[config.mk]
export PLATFORM = sky130hd
export DESIGN_NAME = conv_relu_maxpool_flat
export DESIGN_NICKNAME = d
export VERILOG_FILES = /design/src/rtl/cnn_pkg.sv /design/src/rtl/conv_relu_maxpool_if.sv /design/src/rtl/pool_row_buffer.sv /design/src/rtl/conv_relu_maxpool.sv /design/src/flat_wrapper.sv
export SDC_FILE = /design/constraint.sdc
export NUM_CORES = 1
export LEC_CHECK = 0
export BUFFER_PORTS_ARGS = -buffer_cell sky130_fd_sc_hd__buf_2
export CAP_MARGIN = 5
export CORE_UTILIZATION = 30
export DETAILED_ROUTE_END_ITERATION = 10
export PLACE_DENSITY_LB_ADDON = 0.15
export SETUP_SLACK_MARGIN = 0.3
export SYNTH_ARGS = -nofsm -noshare
export SYNTH_HDL_FRONTEND = slang
export SYNTH_SLANG_ARGS = --single-unit
[constraint.sdc]
create_clock -name clk -period 5.95 [get_ports clk]
set_clock_uncertainty 0.2 [all_clocks]
set_input_delay 1.4875 -clock clk [delete_from_list [all_inputs] [get_ports clk]]
set_output_delay 1.4875 -clock clk [all_outputs]
set_load 0.005 [all_outputs]
[src/rtl/cnn_pkg.sv]
// Shared types and arithmetic helpers for the CNN activation/pooling stages.
// relu_quant and max8 are reused by the other pooling and activation blocks.
package cnn_pkg;

    localparam int PIX_W = 8;
    localparam int SUM_W = 16;

    // ReLU, arithmetic right shift, then saturate to the positive int8 range.
    function automatic logic signed [PIX_W-1:0] relu_quant(
        input logic signed [SUM_W-1:0] sum,
        input logic        [3:0]       shift
    );
        logic signed [SUM_W-1:0] r;
        logic signed [SUM_W-1:0] s;
        r = sum[SUM_W-1] ? '0 : sum;
        s = r >>> shift;
        relu_quant = (s > 127) ? 8'sd127 : s[PIX_W-1:0];
    endfunction

    function automatic logic signed [PIX_W-1:0] max8(
        input logic signed [PIX_W-1:0] a,
        input logic signed [PIX_W-1:0] b
    );
        max8 = (a > b) ? a : b;
    endfunction

endpackage

[src/rtl/conv_relu_maxpool_if.sv]
// Stream bundle between the convolution adder stage and the pooling stage.
// master drives samples and clear; slave returns pooled pixels.
interface conv_relu_maxpool_if
    import cnn_pkg::*;
#(
    parameter int IMG_W = 26,
    parameter int IMG_H = 26
);
    localparam int PCW = $clog2(IMG_W / 2);
    localparam int PRW = $clog2(IMG_H / 2);

    logic                    clear;
    logic                    in_valid;
    logic signed [SUM_W-1:0] din;
    logic signed [PIX_W-1:0] pool_out;
    logic                    pool_valid;
    logic [PCW-1:0]          pool_col;
    logic [PRW-1:0]          pool_row;
    logic                    frame_done;

    modport master (
        output clear, in_valid, din,
        input  pool_out, pool_valid, pool_col, pool_row, frame_done
    );

    modport slave (
        input  clear, in_valid, din,
        output pool_out, pool_valid, pool_col, pool_row, frame_done
    );
endinterface

[src/rtl/pool_row_buffer.sv]
// Half-width buffer of horizontal pair maxima from the even row.
// Synchronous write, combinational read at the same address; no reset needed.
module pool_row_buffer
    import cnn_pkg::*;
#(
    parameter int DEPTH = 13,
    parameter int AW    = $clog2(DEPTH)
) (
    input  logic                    clk,
    input  logic                    we_i,
    input  logic [AW-1:0]           addr_i,
    input  logic signed [PIX_W-1:0] wdata_i,
    output logic signed [PIX_W-1:0] rdata_o
);
    logic signed [PIX_W-1:0] mem_q [DEPTH];

    // Store the even-row pair maximum for the odd row to pick up.
    always_ff @(posedge clk) begin
        if (we_i) begin
            mem_q[addr_i] <= wdata_i;
        end
    end

    assign rdata_o = mem_q[addr_i];
endmodule

[src/rtl/conv_relu_maxpool.sv]
// ReLU + requantise to int8, then 2x2 stride-2 max pooling over a raster stream.
// Horizontal pairs are folded in pair_q, vertical pairs via the row buffer.
module conv_relu_maxpool
    import cnn_pkg::*;
#(
    parameter int IMG_W = 26,
    parameter int IMG_H = 26,
    parameter int SHIFT = 4
) (
    input logic          clk,
    input logic          rst_n,
    conv_relu_maxpool_if.slave bus
);
    localparam int CW  = $clog2(IMG_W);
    localparam int RW  = $clog2(IMG_H);
    localparam int PCW = $clog2(IMG_W / 2);
    localparam int PRW = $clog2(IMG_H / 2);

    if ((IMG_W % 2) != 0 || (IMG_H % 2) != 0) begin : g_odd_dims
        $error("conv_relu_maxpool: IMG_W and IMG_H must be even");
    end
    if (SHIFT < 0 || SHIFT > 15) begin : g_bad_shift
        $error("conv_relu_maxpool: SHIFT must be 0..15");
    end

    logic [CW-1:0]           col_q, col_d;
    logic [RW-1:0]           row_q, row_d;
    logic signed [PIX_W-1:0] pair_q, pair_d;
    logic signed [PIX_W-1:0] out_q, out_d;
    logic                    valid_q, valid_d;
    logic [PCW-1:0]          pcol_q, pcol_d;
    logic [PRW-1:0]          prow_q, prow_d;
    logic                    done_q, done_d;

    logic                    accept;
    logic                    col_last;
    logic                    row_last;
    logic                    rb_we;
    logic [PCW-1:0]          addr;
    logic signed [PIX_W-1:0] qv;
    logic signed [PIX_W-1:0] hmax;
    logic signed [PIX_W-1:0] rb_rd;
    logic signed [PIX_W-1:0] wmax;

    assign accept   = bus.in_valid & ~bus.clear;
    assign col_last = (col_q == CW'(IMG_W - 1));
    assign row_last = (row_q == RW'(IMG_H - 1));
    assign addr     = PCW'(col_q >> 1);
    assign qv       = relu_quant(bus.din, 4'(SHIFT));
    assign hmax     = max8(pair_q, qv);
    assign wmax     = max8(rb_rd, hmax);
    assign rb_we    = accept & col_q[0] & ~row_q[0];

    pool_row_buffer #(
        .DEPTH (IMG_W / 2),
        .AW    (PCW)
    ) u_rowbuf (
        .clk     (clk),
        .we_i    (rb_we),
        .addr_i  (addr),
        .wdata_i (hmax),
        .rdata_o (rb_rd)
    );

    // Raster position tracking, pair folding and pooled output generation.
    always_comb begin
        col_d   = col_q;
        row_d   = row_q;
        pair_d  = pair_q;
        out_d   = out_q;
        pcol_d  = pcol_q;
        prow_d  = prow_q;
        valid_d = 1'b0;
        done_d  = 1'b0;
        if (bus.clear) begin
            col_d  = '0;
            row_d  = '0;
            pair_d = '0;
            out_d  = '0;
            pcol_d = '0;
            prow_d = '0;
        end else if (accept) begin
            if (!col_q[0]) begin
                pair_d = qv;
            end else if (row_q[0]) begin
                out_d   = wmax;
                valid_d = 1'b1;
                pcol_d  = addr;
                prow_d  = PRW'(row_q >> 1);
                done_d  = col_last & row_last;
            end
            if (col_last) begin
                col_d = '0;
                row_d = row_last ? '0 : row_q + 1'b1;
            end else begin
                col_d = col_q + 1'b1;
            end
        end
    end

    // State and output registers.
    always_ff @(posedge clk or negedge rst_n) begin
        if (!rst_n) begin
            col_q   <= '0;
            row_q   <= '0;
            pair_q  <= '0;
            out_q   <= '0;
            valid_q <= 1'b0;
            pcol_q  <= '0;
            prow_q  <= '0;
            done_q  <= 1'b0;
        end else begin
            col_q   <= col_d;
            row_q   <= row_d;
            pair_q  <= pair_d;
            out_q   <= out_d;
            valid_q <= valid_d;
            pcol_q  <= pcol_d;
            prow_q  <= prow_d;
            done_q  <= done_d;
        end
    end

    assign bus.pool_out   = out_q;
    assign bus.pool_valid = valid_q;
    assign bus.pool_col   = pcol_q;
    assign bus.pool_row   = prow_q;
    assign bus.frame_done = done_q;
endmodule

[src/flat_wrapper.sv]
// flat-port wrapper written by rule: the top's interface ports become plain ports
module conv_relu_maxpool_flat import cnn_pkg::*;
#(
    parameter int IMG_W = 26,
    parameter int IMG_H = 26,
    parameter int SHIFT = 4
)
  (clk, rst_n, bus_clear, bus_in_valid, bus_din, bus_pool_out, bus_pool_valid, bus_pool_col, bus_pool_row, bus_frame_done);
  conv_relu_maxpool_if #(.IMG_W(IMG_W), .IMG_H(IMG_H)) bus_i ();
  input logic clk;
  input logic rst_n;
  input wire logic [$bits(bus_i.clear)-1:0] bus_clear;
  input wire logic [$bits(bus_i.in_valid)-1:0] bus_in_valid;
  input wire logic [$bits(bus_i.din)-1:0] bus_din;
  output wire logic [$bits(bus_i.pool_out)-1:0] bus_pool_out;
  output wire logic [$bits(bus_i.pool_valid)-1:0] bus_pool_valid;
  output wire logic [$bits(bus_i.pool_col)-1:0] bus_pool_col;
  output wire logic [$bits(bus_i.pool_row)-1:0] bus_pool_row;
  output wire logic [$bits(bus_i.frame_done)-1:0] bus_frame_done;
  assign bus_i.clear = bus_clear;
  assign bus_i.in_valid = bus_in_valid;
  assign bus_i.din = bus_din;
  assign bus_pool_out = bus_i.pool_out;
  assign bus_pool_valid = bus_i.pool_valid;
  assign bus_pool_col = bus_i.pool_col;
  assign bus_pool_row = bus_i.pool_row;
  assign bus_frame_done = bus_i.frame_done;
  conv_relu_maxpool #(.IMG_W(IMG_W), .IMG_H(IMG_H), .SHIFT(SHIFT)) u_core (.clk(clk), .rst_n(rst_n), .bus(bus_i));
endmodule
==> results.ini <==
[power]
leakage_uw = 0.00288
intPower_uw = 1910
sw_frac_of_total_pct = 22.5
pwr-share-comb_pct = 8.1
power_frac_seq_pct = 44.5
ir_worst_vdd_mv = 0.175
p_total_uw = 2460
clkPwrFrac_pct = 47.4
netSwitchingPower_uw = 553
p_per_area_nw_per_um2 = 320

[global_route]
grt_max_degree = 37
track_usage_pct = 14.5
overflow = 0
grt_pass1_wl_um = 23500
antenna_found_initial = 0
grt_pass1_vias = 4065

[logic_synthesis]
synthesis.nets = 479
ys_ff_latch = 140
synthDominantCellAreaShare_pct = 49.0
ys.flop_type = edfxtp_1
syn_inst = 444
synth_top_cells_by_count = edfxtp_1, nand2_1, dfrtp_1
ys_warn_count = 0
synth.yosys.seq_area_share_pct = 63.1
synth-edff-count = 104
synth_area_leaders = edfxtp_1, dfrtp_1, mux4_2
synthArstFlopShare_pct = 25.7
synthesis.area_um2 = 6380
synth_top_area_cell = edfxtp_1
synth.avg_cell_area_um2 = 14.4
ys_types = 61
synth.most_common_cell = edfxtp_1

[finish]
layout-drive-gt1-share_pct = 27.2
fillers = 1995
nets = 536
syn2layout_area_growth_pct = 20.3
multi_input_area_um2 = 2220
fin_area_um2 = 7670
antenna_cells = 0
regArea_um2 = 4020

[setup_path]
endpoint_kind = flip-flop
required_ns = 6.04
critPathMaxStageDelay_ns = 0.56
cp_slowest_cell = or4_4
reg2reg_to = u_core.bus.pool_out[5]
reg2reg_from = u_core.col_q[1]
start_kind = input port
criticalPathCategory = in2reg
cp_max_fo = 10
cp_cell_sequence = buf_2 -> or4_4 -> nor2_2 -> nor2_1 -> inv_1 -> ha_1 -> a21oi_2 -> o211ai_1 -> a311o_1 -> a41o_2 -> nand3_4 -> mux2i_1 -> buf_4 -> ha_1 -> nand4_1 -> a211oi_2 -> a311oi_4 -> or3_4 -> a221o_1
crit_top_cell = ha_1
reg2reg_slack_ns = 1.56
cp.arrival_ns = 5.53
reg2regPathDepth = 10

[sta]
fmax_mhz = 184
worstMarginPinSlew_ns = 1.12
relSlewSlack_pct = 25.3
post-route-period-util_pct = 91.4
setup_viol = 0
finalHoldViolations = 0
period_needed_ns = 5.44
setup-tns-final_ns = 0
slew_violations = 0
rsz0062_at_grt = no

[flow_run]
cap_violations = 0

[cts]
cts_sinks = 140
tritoncts = done
clkTransAtPathRegs_ns = 0.06
cts-root-buf = clkbuf_16
ctsHtreeMaxLevel = 4
clock_path_buffers = 2
cts_inserted_buffers = 17
clock_latency_ns = 0.42

[placed_design]
gp_congestion = 0.814
dp_hpwl_um = 9880
placed_area_um2 = 6980
io_buffers = 33

[hold_path]
holdPathEnd = u_core.bus.pool_row[0]
hold_path_class = reg2reg
min_path_cells = 2
min-delay-start = u_core.bus.pool_row[0]

[detailed_routing]
final_antenna_net_count = 0
via_per_inst = 4.95
highest_layer = met4
wl_met3_um = 663
dr.pass1.iters = 4
wirelength_met1_um = 6750
drc_errors = 0
drt_iter0_markers = 268
wl_met2_um = 7060
wl_per_cell_um = 18.9
vias = 3877
wirelength_um = 14800

[floorplan]
start_util_pct = 31.0
die_area_um2 = 21800
die_h_um = 148
rows = 52
ios = 38
die_x_um = 148
core_um2 = 20600

[run_status]
status = finished clean

==> sequential cells by signal, summed over array words and instances, names as in the netlist <==
register,count
u_core.bus.pool_col,4
u_core.bus.pool_row,4
u_core.row_q,5
u_core.pair_q,8
u_core.bus.frame_done,1
u_core.bus.pool_out,8
u_core.col_q,5
u_core.u_rowbuf.mem_q,104
u_core.bus.pool_valid,1
==> metal layers <==
metal  track usage (%)  up-vias
met1              19.1     1943
met4              6.60        0
li1                  -     1811
met3              3.43       24
met2              22.8       99
met5                 0        -
==> stage by stage <==
stage | setup slack (ns) | utilization [%] | instances | hold WS [ns]
global placement | -0.131 | 34.0 | 752 | 0.267
CTS | 0.340 | 37.1 | 784 | 0.283
finish | 0.511 | 37.3 | 784 | 0.275
detailed placement | -0.149 | 34.0 | 752 | 0.268
global route | 0.317 | 37.3 | 784 | 0.314
floorplan | 0.344 | - | 444 | 0.260
==> cell type report <==
type / count / share of cell area (%)
Inverter: 23 / 1.12
Multi-Input combinational cell: 260 / 29.0
Clock buffer: 19 / 5.64
Tap cell: 270 / 4.40
Clock inverter: 13 / 2.76
Sequential cell: 140 / 52.4
Timing Repair Buffer: 59 / 4.70
==> repair_timing <==
action                     CTS  global route
setup endpoints to repair    3             8
pin swaps                    0             6
gates resized for setup      1            11
hold endpoints to repair     0             0
hold buffers                 0             0
setup buffers                0             0
==> cell families after synthesis <==
logic type,after synthesis,synth area share (%)
and+or+nand+nor,123,9.73
muxes,39,11.9
DFF,140,63.1
AOI/OAI and AO/OA,77,8.61
adders and majority gates,15,2.94
xor gates and xnor gates,5,0.804
buffers and inverters,44,2.84
other,1,0.0588
==> critical path: cells and delay by family <==
kind	cells	cell delay (ns)
compound gates	7	1.64
simple gates	6	1.45
fa+ha+maj	2	0.38
buf+inv	3	0.31
mux	1	0.25
==> power by group through the flow <==
stage / Sequential, uW / Combinational, uW / Clock, uW
2_1_floorplan: 1110 / 123 / 0
3_3_place_gp: 1110 / 189 / 0
3_5_place_dp: 1110 / 193 / 0
4_1_cts: 1090 / 195 / 1190
5_1_grt: 1100 / 221 / 1230
6_report: 1090 / 199 / 1170
==> how the worst max path moves through the flow <==
stage	from	to	slack, ns	depth (start not counted)
2_1_floorplan	bus_din[12]	u_core.bus.pool_out[4]	0.34	19
3_3_place_gp	bus_din[12]	u_core.bus.pool_out[6]	-0.13	19
3_5_place_dp	bus_din[12]	u_core.bus.pool_out[5]	-0.15	19
4_1_cts	bus_din[12]	u_core.bus.pool_out[5]	0.34	19
5_1_grt	bus_din[12]	u_core.bus.pool_out[7]	0.32	20
6_report	bus_din[12]	u_core.bus.pool_out[5]	0.51	19
==> placed cells by master (no fill, tap or decap), drive strengths merged, types with 4 or more instances in the layout <==
cell	count
clkbuf	19
mux2i	8
clkinv	4
bufinv	5
ha	15
inv	26
xnor2	5
nor4	5
o311ai	5
o21ai	17
a21oi	18
dfrtp	36
o211ai	6
nand2	40
mux4	29
nor3	5
edfxtp	104
nor2	35
buf	59
nand3	6
a21o	5
nand2b	10
Note: power is estimated with default switching activity, not from simulation.
